`src/rtl/control_sequencer_pkg.sv`:
```
// control_pkg: shared definitions for the control sequencer.
//   - state_e : FSM state encodings (observable on the 'state' port)
//   - cause_e : sticky trap cause codes
//   - CLS_*   : instruction class field values (ir[INSTR_W-1:INSTR_W-2])
//   - clog2   : ceiling log2, used to size the memory-wait counter
package control_pkg;

    typedef enum logic [2:0] {
        ST_HALT    = 3'd0,
        ST_FETCH   = 3'd1,
        ST_EXEC    = 3'd2,
        ST_WAIT_LD = 3'd3,
        ST_WAIT_ST = 3'd4,
        ST_TRAP    = 3'd5
    } state_e;

    typedef enum logic [2:0] {
        CAUSE_NONE    = 3'd0,
        CAUSE_FETCH   = 3'd1,
        CAUSE_DATA    = 3'd2,
        CAUSE_ILLEGAL = 3'd3,
        CAUSE_TIMEOUT = 3'd4
    } cause_e;

    localparam logic [1:0] CLS_MEM     = 2'b00;
    localparam logic [1:0] CLS_SPECIAL = 2'b01;
    localparam logic [1:0] CLS_ARITH   = 2'b10;
    localparam logic [1:0] CLS_JUMP    = 2'b11;

    // Smallest r such that 2**r >= value.
    function automatic int clog2(input int value);
        int result;
        result = 0;
        for (int i = 0; i < 31; i++) begin
            if ((32'sd1 <<< i) < value) begin
                result = i + 1;
            end
        end
        return result;
    endfunction

endpackage

```
`src/rtl/control_sequencer_wait_watchdog.sv`:
```
// wait_watchdog: bounded memory-wait counter.
//   clk, reset : clock, asynchronous active-high reset
//   clear      : force the count to zero (held while outside a wait phase)
//   enable     : count one cycle
//   expired    : count has reached LIMIT-1, i.e. this is the LIMIT-th wait cycle
module wait_watchdog
    import control_pkg::*;
#(
    parameter int LIMIT = 255
) (
    input  logic clk,
    input  logic reset,
    input  logic clear,
    input  logic enable,
    output logic expired
);

    // LIMIT+1 keeps the width at least one bit when LIMIT is 1.
    localparam int CW = clog2(LIMIT + 1);

    logic [CW-1:0] count_r;

    // Wait-cycle counter; clear has priority over enable.
    always_ff @(posedge clk or posedge reset) begin
        if (reset) begin
            count_r <= '0;
        end else if (clear) begin
            count_r <= '0;
        end else if (enable) begin
            count_r <= count_r + CW'(1);
        end
    end

    assign expired = (count_r == CW'(LIMIT - 1));

endmodule

```
`src/rtl/control_sequencer.sv`:
```
// control_sequencer: instruction phase sequencer (FETCH -> EXEC -> [WAIT_LD|WAIT_ST]).
// Holds the instruction register, gates register-write / PC / jump / load / store
// strobes by phase, and records a sticky trap cause that 'go' clears on restart.
// Ports:
//   clk, reset            clock, asynchronous active-high reset
//   go, halt              start/resume request, stop request at instruction boundary
//   instr, instr_valid    fetched word and its valid qualifier
//   instr_segv, data_segv fetch fault, data access fault
//   data_done             load/store completion
//   dec_invalid/ld/st/write  decoder results for ir
//   ir                    instruction register
//   reg_write, pc_inc, jump, ld, st   phase-gated strobes (combinational from state)
//   state, trap_pending, trap_cause   status
// Build option: CONTROL_SEQUENCER_SINGLE_STEP_EN makes every commit return to HALT,
// so each go pulse executes one instruction.
module control_sequencer
    import control_pkg::*;
#(
    parameter int INSTR_W    = 32,
    parameter int WP         = 2,
    parameter int WAIT_LIMIT = 255
) (
    input  logic               clk,
    input  logic               reset,
    input  logic               go,
    input  logic               halt,
    input  logic [INSTR_W-1:0] instr,
    input  logic               instr_valid,
    input  logic               instr_segv,
    input  logic               data_segv,
    input  logic               data_done,
    input  logic               dec_invalid,
    input  logic               dec_ld,
    input  logic               dec_st,
    input  logic [WP-1:0]      dec_write,
    output logic [INSTR_W-1:0] ir,
    output logic [WP-1:0]      reg_write,
    output logic               pc_inc,
    output logic               jump,
    output logic               ld,
    output logic               st,
    output logic [2:0]         state,
    output logic               trap_pending,
    output logic [2:0]         trap_cause
);

`ifdef CONTROL_SEQUENCER_SINGLE_STEP_EN
    localparam state_e COMMIT_STATE = ST_HALT;
`else
    localparam state_e COMMIT_STATE = ST_FETCH;
`endif

    state_e             state_r, state_s;
    logic [INSTR_W-1:0] ir_r, ir_s;
    logic [2:0]         cause_r, cause_s;
    logic [1:0]         cls_s;
    logic               in_wait_s;
    logic               wd_clear_s;
    logic               wd_expired_s;

    assign cls_s      = ir_r[INSTR_W-1:INSTR_W-2];
    assign in_wait_s  = (state_r == ST_WAIT_LD) || (state_r == ST_WAIT_ST);
    // Holding the counter clear outside WAIT guarantees a fresh count on each entry.
    assign wd_clear_s = !in_wait_s;

    wait_watchdog #(
        .LIMIT (WAIT_LIMIT)
    ) u_wait_watchdog (
        .clk     (clk),
        .reset   (reset),
        .clear   (wd_clear_s),
        .enable  (in_wait_s),
        .expired (wd_expired_s)
    );

    // State, instruction and cause registers.
    always_ff @(posedge clk or posedge reset) begin
        if (reset) begin
            state_r <= ST_HALT;
            ir_r    <= '0;
            cause_r <= CAUSE_NONE;
        end else begin
            state_r <= state_s;
            ir_r    <= ir_s;
            cause_r <= cause_s;
        end
    end

    // Next-state, register updates and phase-gated strobes.
    always_comb begin
        state_s   = state_r;
        ir_s      = ir_r;
        cause_s   = cause_r;
        reg_write = '0;
        pc_inc    = 1'b0;
        jump      = 1'b0;
        ld        = 1'b0;
        st        = 1'b0;
        case (state_r)
            ST_HALT: begin
                if (go && !halt) begin
                    state_s = ST_FETCH;
                end else begin
                    state_s = ST_HALT;
                end
            end
            ST_FETCH: begin
                if (instr_segv) begin
                    state_s = ST_TRAP;
                    cause_s = CAUSE_FETCH;
                end else if (halt) begin
                    state_s = ST_HALT;
                end else if (instr_valid) begin
                    ir_s    = instr;
                    state_s = ST_EXEC;
                end else begin
                    state_s = ST_FETCH;
                end
            end
            ST_EXEC: begin
                if (dec_invalid) begin
                    state_s = ST_TRAP;
                    cause_s = CAUSE_ILLEGAL;
                end else if ((cls_s == CLS_MEM) && dec_ld) begin
                    ld      = 1'b1;
                    state_s = ST_WAIT_LD;
                end else if ((cls_s == CLS_MEM) && dec_st) begin
                    st      = 1'b1;
                    state_s = ST_WAIT_ST;
                end else begin
                    // Jump-class leaves the PC to the jump path; special-class holds it.
                    reg_write = dec_write;
                    pc_inc    = !cls_s[0];
                    jump      = (cls_s == CLS_JUMP);
                    state_s   = COMMIT_STATE;
                end
            end
            ST_WAIT_LD, ST_WAIT_ST: begin
                ld = (state_r == ST_WAIT_LD);
                st = (state_r == ST_WAIT_ST);
                if (data_segv) begin
                    state_s = ST_TRAP;
                    cause_s = CAUSE_DATA;
                end else if (data_done) begin
                    if (state_r == ST_WAIT_LD) begin
                        reg_write = dec_write;
                    end else begin
                        reg_write = '0;
                    end
                    pc_inc  = 1'b1;
                    state_s = COMMIT_STATE;
                end else if (wd_expired_s) begin
                    state_s = ST_TRAP;
                    cause_s = CAUSE_TIMEOUT;
                end else begin
                    state_s = state_r;
                end
            end
            ST_TRAP: begin
                if (go && !halt) begin
                    cause_s = CAUSE_NONE;
                    state_s = ST_FETCH;
                end else begin
                    state_s = ST_TRAP;
                end
            end
            default: begin
                state_s = ST_HALT;
            end
        endcase
    end

    assign ir           = ir_r;
    assign state        = state_r;
    assign trap_pending = (state_r == ST_TRAP);
    assign trap_cause   = cause_r;

endmodule

```
`config.mk`:
```
export PLATFORM = sky130hd
export DESIGN_NAME = control_sequencer
export DESIGN_NICKNAME = d
export VERILOG_FILES = /design/src/rtl/control_sequencer_pkg.sv /design/src/rtl/control_sequencer_wait_watchdog.sv /design/src/rtl/control_sequencer.sv
export SDC_FILE = /design/constraint.sdc
export NUM_CORES = 1
export LEC_CHECK = 0
export ABC_AREA = 0
export CAP_MARGIN = 20
export CORE_MARGIN = 2
export CORE_UTILIZATION = 47
export CTS_CLUSTER_SIZE = 30
export DETAILED_ROUTE_END_ITERATION = 8
export PLACE_DENSITY = 0.94
export SLEW_MARGIN = 20
export SYNTH_ARGS = -nofsm -noshare
export SYNTH_HDL_FRONTEND = slang
export SYNTH_HIERARCHICAL = 1
export SYNTH_SLANG_ARGS = --single-unit
```
`constraint.sdc`:
```
create_clock -name clk -period 3.6 [get_ports clk]
set_input_delay 0.72 -clock clk [delete_from_list [all_inputs] [get_ports clk]]
set_output_delay 0.72 -clock clk [all_outputs]
set_load 0.05 [all_outputs]
```
==> results of run 1 <==
## Yosys cell counts (all sizes together) (2+ instances only)
cell | count | area share
dfrtp | 46 | 0.48
mux2 | 33 | 0.20
nor2 | 16 | 0.025
a21oi | 10 | 0.021
inv | 9 | 0.014
buf | 7 | 0.027
nand2 | 5 | 0.0079
nand3 | 5 | 0.016
o21ai | 5 | 0.011
nand4 | 4 | 0.013
nand2b | 3 | 0.011
o22ai | 3 | 0.0079
xor2 | 3 | 0.011
a211oi | 2 | 0.0063
a31oi | 2 | 0.012
and2 | 2 | 0.0053
clkbuf | 2 | 0.0032
ha | 2 | 0.011
nor3 | 2 | 0.0042
o311ai | 2 | 0.0074
o31ai | 2 | 0.0063
or3 | 2 | 0.0053
or4 | 2 | 0.0063
## state kept, by name (all words and copies together) (netlist names)
signal / flops
ir: 32
trap_cause: 3
u_wait_watchdog/count_r: 8
state: 3
## power by group
part	internal (uW)	switching, uW
combinational	745	1100
sequential	721	182
clock	159	174
## layout make-up
cell class	count	area share
sequential	46	0.340
tap	67	0.0248
clock inverter	1	0.00259
multi-input combinational	126	0.331
timing repair buffer	92	0.266
clock buffer	7	0.0255
inverter	9	0.00999
## through the flow
stage	worst slack (ps)	area, um^2
after floorplan	925	2380
after global placement	489	3290
after detailed placement	462	3290
after CTS	443	3380
after global routing	367	3380
final	436	3380
## cells by family after synthesis
family                   after synthesis
adder cells (fa/ha/maj)                2
buffers and inverters                 18
XOR/XNOR                               4
flip-flops                            46
AO/OA/AOI/OAI                         38
multiplexers                          34
AND/OR/NAND/NOR                       48
## final timing paths
kind                                       from  slack, ps  cells past startpoint                                     end
setup / recovery                    dec_invalid        440                      4                                    jump
hold / removal               ir[21]$_DFFE_PP0P_        520                      1                      ir[21]$_DFFE_PP0P_
setup reg to reg           state[1]$_DFFE_PP0P_       1450                      7  u_wait_watchdog/count_r[7]$_DFFE_PP0P_
hold reg to reg              ir[21]$_DFFE_PP0P_        520                      1                      ir[21]$_DFFE_PP0P_
max in group asynchronous                 reset       2060                      3                      ir[14]$_DFFE_PP0P_
min in group asynchronous                 reset        690                      2  u_wait_watchdog/count_r[5]$_DFFE_PP0P_
## layer usage
layer | global-route usage | vias to the layer above | part of all wire
li1 | - | 873 | -
met5 | 0 | - | 0
met3 | 0.0710 | 6 | 0.078
met4 | 0.0893 | 0 | 0.017
met2 | 0.349 | 71 | 0.50
met1 | 0.247 | 890 | 0.41
## worst reg2reg max path: cells and delay by family (launching register included)
family / cells / cell delay, ps
AO/OA/AOI/OAI: 2 / 360
flip-flops: 1 / 530
AND/OR/NAND/NOR: 3 / 830
buffers and inverters: 2 / 360
==> metrics.md, run 1 <==
| Metric | Value |
|---|---|
| Post-synth cell types | `51` |
| DRC | `0` |
| H-tree levels | `2` |
| Total number of vias | `1,840` |
| CTS buffer count | `5` |
| Mapped Area | `roughly 2400 um^2` |
| GPL Wtd Cong | `0.854` |
| Initial antenna violation count | `0` |
| XOR/XNOR Fraction of Synth Area | `0.0147` |
| Worst Setup End Kind | `primary output` |
| P&R area growth vs syn | `42.4%` |
| Crit Path Class | `in -> out` |
| Post-Place Cells | `340` |
| Min-Delay Path Class | `reg -> reg` |
| Syn Inst Count | `190` |
| Die W | `75.1 um` |
| CP max-delay cell | `clkdlybuf4s50_1` |
| Skew final | `between 5 and 6 ps` |
| Post-Synth Adder-Cell Area | `0.0105` |
| Worst EP arrival | `2440 ps` |
| Final Util | `0.707` |
| Max VDD drop | `0.000577 V` |
| CTS sink cnt | `46` |
| Outcome | `finished, final reports clean` |
| Setup Buffers After CTS | `0` |
| Vias/cell | `5.29` |
| Port Buffers | `89` |
| Synth Area in Compound Gates | `0.115` |
| Fmax | `316 MHz` |
| Post-synthesis mux area share | `0.206` |
| FF+latch area | `1150 um^2` |
| Max Buffers Root-to-Sink | `2` |
| Finished Layout Cells | `348` |
| Largest stage delay, worst path | `840 ps` |
| Global-route wire length before repair | `8780 um` |
| Leak | `0.00152 uW` |
| Max-Cap Viols | `0` |
| Floorplan core area | `~4800 um^2` |
| Largest family of logic cells by synthesized area | `multiplexers` |
| DRT antenna net count | `0` |
| Worst hold slack | `517 ps` |
| Die area | `5640 um^2` |
| RSZ-0062 raised after global routing | `false` |
| Drt total wl | `5460 um` |
| Top Ports | `90` |
| Most frequent cells in the layout | `clkdlybuf4s50_1, dfrtp_1, mux2_4, nor2_1, a21oi_1` |
| Num rows | `25` |
| Pwr Density | `slightly above 900 nW/um^2` |
| Final layout net count | `327` |
| Most common cell on crit path | `clkdlybuf4s50_1` |
| Simple-Gate Fraction of Synth Area | `0.124` |
| Syn_area_per_cell | `12.5 um^2` |
| YS warnings | `6` |
| Final hold violations | `0` |
| CP Max Fanout | `4` |
| Routed len/inst | `15.7 um` |
| Post-synth top flop | `dfrtp_1` |
| DRT iter0 DRCs | `147` |
| CP cell instances | `clkdlybuf4s50_1 > nor2_1 > and4_1 > clkdlybuf4s50_1` |
| Root buf cell | `clkbuf_8` |
| Worst Tran Pin Value | `~640 ps` |
| Share of layout cells above drive strength 1 | `0.203` |
| Worst skew pair latency | `300 ps` |
| Pins over their slew limit | `0` |
| Antenna diodes | `0` |
| Post-synthesis sequential area ratio | `0.484` |
| Setup TNS | `0 ps` |
| Overflow after GRT | `0` |
| Drt first pass iters | `4` |
| Net Count, Synth | `237` |
| Fill cells | `344` |
| CP delay by family, top | `buffers and inverters` |
| Worst Path Buf+Inv | `2` |
| Hold Buf Count CTS | `0` |
| Die Span Y | `75.1 um` |
| CTS-repair resized insts | `0` |
| Vias in the first global route | `1,915` |
| CP startpoint kind | `input port` |
| Final Cycle Share | `0.879` |
| Seq cells post-synth | `46` |
| Final HPWL DP | `4060 um` |
| CTS tree | `built` |
| Final setup fails | `0` |
| Max-slew headroom | `0.576` |
| Min cycle time layout | `3160 ps` |
| Post-synth EDFFs | `0` |
| Most common cell after layout, fill and taps aside | `clkdlybuf4s50_1` |
| Critical Path RT | `2880 ps` |
| Clk pin slew, worst setup/hold paths | `80 ps` |
| Initial Util | `0.496` |
| Synth async-reset ratio | `1.00` |
| Largest net degree at the start of global routing | `34` |
| Total power | `roughly 3100 uW` |
| Total GRT Usage | `0.209` |
| Multi-input logic area | `1120 um^2` |
No activity file was read; power rests on OpenSTA's default activity.
==> run 2, diff against run 1 <==
--- a/config.mk
+++ b/config.mk
@@ -7,11 +7,13 @@
 export LEC_CHECK = 0
 export ABC_AREA = 0
 export CAP_MARGIN = 20
+export CELL_PAD_IN_SITES_DETAIL_PLACEMENT = 1
+export CELL_PAD_IN_SITES_GLOBAL_PLACEMENT = 1
 export CORE_MARGIN = 2
-export CORE_UTILIZATION = 47
+export CORE_UTILIZATION = 37
 export CTS_CLUSTER_SIZE = 30
 export DETAILED_ROUTE_END_ITERATION = 8
-export PLACE_DENSITY = 0.94
+export PLACE_DENSITY = 0.95
 export SLEW_MARGIN = 20
 export SYNTH_ARGS = -nofsm -noshare
 export SYNTH_HDL_FRONTEND = slang
==> metrics.md, run 2 (synthesized netlist as in run 1, its figures left out) <==
| Metric | Value |
|---|---|
| P&R area growth vs syn | `43.7% (was 42.4%)` |
| Most frequent cells in the layout | `clkdlybuf4s50_1, dfrtp_1, mux2_4, nor2_1, a21oi_1 (unchanged)` |
| Multi-input logic area | `1120 um^2 (unchanged)` |
| Floorplan core area | `6280 um^2 (was 4790 um^2)` |
| Die area | `7080 um^2 (was 5640 um^2)` |
| Setup Buffers After CTS | `0 (unchanged)` |
| Final Cycle Share | `0.864 (was 0.879)` |
| FF+latch area | `1150 um^2 (unchanged)` |
| CTS buffer count | `5 (unchanged)` |
| Worst hold stages | `1 (unchanged)` |
| Hold Buf Count CTS | `0 (unchanged)` |
| R2R depth | `8 (was 7)` |
| DRC | `0 (unchanged)` |
| Fill cells | `648 (was 344)` |
| R2r startpoint | `state[0]$_DFFE_PP0P_ (was state[1]$_DFFE_PP0P_)` |
| Outcome | `finished, final reports clean (unchanged)` |
| Global-route wire length before repair | `11,400 um (was 8780 um)` |
| Max reg flops | `32 (unchanged)` |
| Largest stage delay, worst path | `810 ps (was 840 ps)` |
| Leak | `0.00153 uW (was 0.00152 uW)` |
| Antenna diodes | `0 (unchanged)` |
| Final hold violations | `0 (unchanged)` |
| Post-Place Cells | `350 (was 340)` |
| Hold EP | `ir[4]$_DFFE_PP0P_ (was ir[21]$_DFFE_PP0P_)` |
| Die W | `84.1 um (was 75.1 um)` |
| Worst hold slack | `518 ps (was 517 ps)` |
| RR Endpoint | `u_wait_watchdog/count_r[7]$_DFFE_PP0P_ (unchanged)` |
| HP Start | `ir[4]$_DFFE_PP0P_ (was ir[21]$_DFFE_PP0P_)` |
| Root buf cell | `clkbuf_8 (unchanged)` |
| Min-Delay Path Class | `reg -> reg (unchanged)` |
| Total number of vias | `1,881 (was 1,840)` |
| Top Ports | `90 (unchanged)` |
| CTS sink cnt | `46 (unchanged)` |
| Skew final | `5.69 ps (was 5.04 ps)` |
| Worst skew pair latency | `310 ps (was 300 ps)` |
| Max VDD drop | `0.000593 V (was 0.000577 V)` |
| Highest metal used | `met4 (unchanged)` |
| Final HPWL DP | `5290 um (was 4060 um)` |
| Largest net degree at the start of global routing | `36 (was 34)` |
| DRT antenna net count | `0 (unchanged)` |
| Port Buffers | `89 (unchanged)` |
| Num rows | `29 (was 25)` |
| H-tree levels | `2 (unchanged)` |
| Crit Path Class | `in -> out (unchanged)` |
| Routed wl met2 | `3820 um (was 2720 um)` |
| Most common cell on crit path | `clkdlybuf4s50_1 (unchanged)` |
| Vias in the first global route | `2,159 (was 1,915)` |
| Worst EP arrival | `2390 ps (was 2440 ps)` |
| Critical Path RT | `2880 ps (about the same)` |
| CP startpoint kind | `input port (unchanged)` |
| Pwr Density | `936 nW/um^2 (was 911 nW/um^2)` |
| Die Span Y | `84.1 um (was 75.1 um)` |
| RSZ-0062 raised after global routing | `false (unchanged)` |
| CP cell instances | `clkdlybuf4s50_1 > nor2_1 > and4_1 > clkdlybuf4s50_1 (unchanged)` |
| R2r setup slk | `1170 ps (was 1450 ps)` |
| Routed len/inst | `19.7 um (was 15.7 um)` |
| Vias/cell | `5.25 (was 5.29)` |
| Clk pin slew, worst setup/hold paths | `90 ps (was 80 ps)` |
| Most common cell after layout, fill and taps aside | `clkdlybuf4s50_1 (unchanged)` |
| Setup TNS | `0 ps (unchanged)` |
| Initial antenna violation count | `0 (unchanged)` |
| GPL Wtd Cong | `0.857 (was 0.854)` |
| Fmax | `321 MHz (was 316 MHz)` |
| Final layout net count | `327 (unchanged)` |
| Drt first pass iters | `4 (unchanged)` |
| Placed cell area | `3300 um^2 (was 3290 um^2)` |
| Final Util | `0.544 (was 0.707)` |
| Drt total wl | `7040 um (was 5460 um)` |
| Pins over their slew limit | `0 (unchanged)` |
| Finished Layout Cells | `358 (was 348)` |
| Worst Setup End Kind | `primary output (unchanged)` |
| Final setup fails | `0 (unchanged)` |
| CP max-delay cell | `clkdlybuf4s50_1 (unchanged)` |
| Max-Cap Viols | `0 (unchanged)` |
| Total GRT Usage | `0.206 (was 0.209)` |
| Min cycle time layout | `3110 ps (was 3160 ps)` |
| Overflow after GRT | `0 (unchanged)` |
| CTS tree | `built (unchanged)` |
| Metal-1 WL | `2700 um (was 2220 um)` |
| Max Buffers Root-to-Sink | `2 (unchanged)` |
| Final Instance Area | `3410 um^2 (was 3380 um^2)` |
| Met3 WL | `461 um (was 427 um)` |
| Max-slew headroom | `0.561 (was 0.576)` |
| Initial Util | `0.379 (was 0.496)` |
| Worst Tran Pin Value | `658 ps (was 636 ps)` |
| CTS-repair resized insts | `0 (unchanged)` |
| CP Max Fanout | `4 (unchanged)` |
| Share of layout cells above drive strength 1 | `0.206 (was 0.203)` |
| DRT iter0 DRCs | `83 (was 147)` |
[run 2: cell types whose count changed in the layout (fill, tap and decap cells not counted), sizes merged]
| cell | before | now |
|---|---|---|
| bufinv | 0 | 1 |
| clkbuf | 7 | 5 |
| clkinv | 0 | 1 |
[run 2: layout make-up]
cell class,count,area share
sequential,46,0.337
timing repair buffer,92,0.264
clock buffer,5,0.0202
inverter,9,0.00990
clock inverter,3,0.0128
tap,77,0.0282
multi-input combinational,126,0.328
[run 2: layer usage]
metal / vias up / track usage
met5: - / 0
met4: 0 / 0.0323
met3: 4 / 0.0688
met2: 65 / 0.378
met1: 945 / 0.236
li1: 867 / -
[run 2: worst max-delay path: cells and delay by family]
kind          cells  cell delay, ps
buf+inv           2            1270
simple gates      2             410
[run 2: worst max-delay path by stage]
stage,cells past startpoint,slack [ps],from,endpoint
after CTS,4,490,dec_invalid,jump
after detailed placement,4,510,dec_invalid,jump
final,4,490,dec_invalid,jump
after global placement,4,540,dec_invalid,jump
after floorplan,4,920,state[2]$_DFFE_PP0P_,pc_inc
after global routing,4,350,dec_invalid,jump
[run 2: per-stage QoR]
step                      power, uW  worst slack, ps
final                          3190              489
after global routing           3340              354
after CTS                      3210              485
after detailed placement       2800              511
after global placement         2730              538
after floorplan                2170              925
[run 2: power breakdown]
group          internal [uW]  total [uW]  switching, uW
combinational            745        1880           1140
sequential               721         914            194
clock                    208         398            189
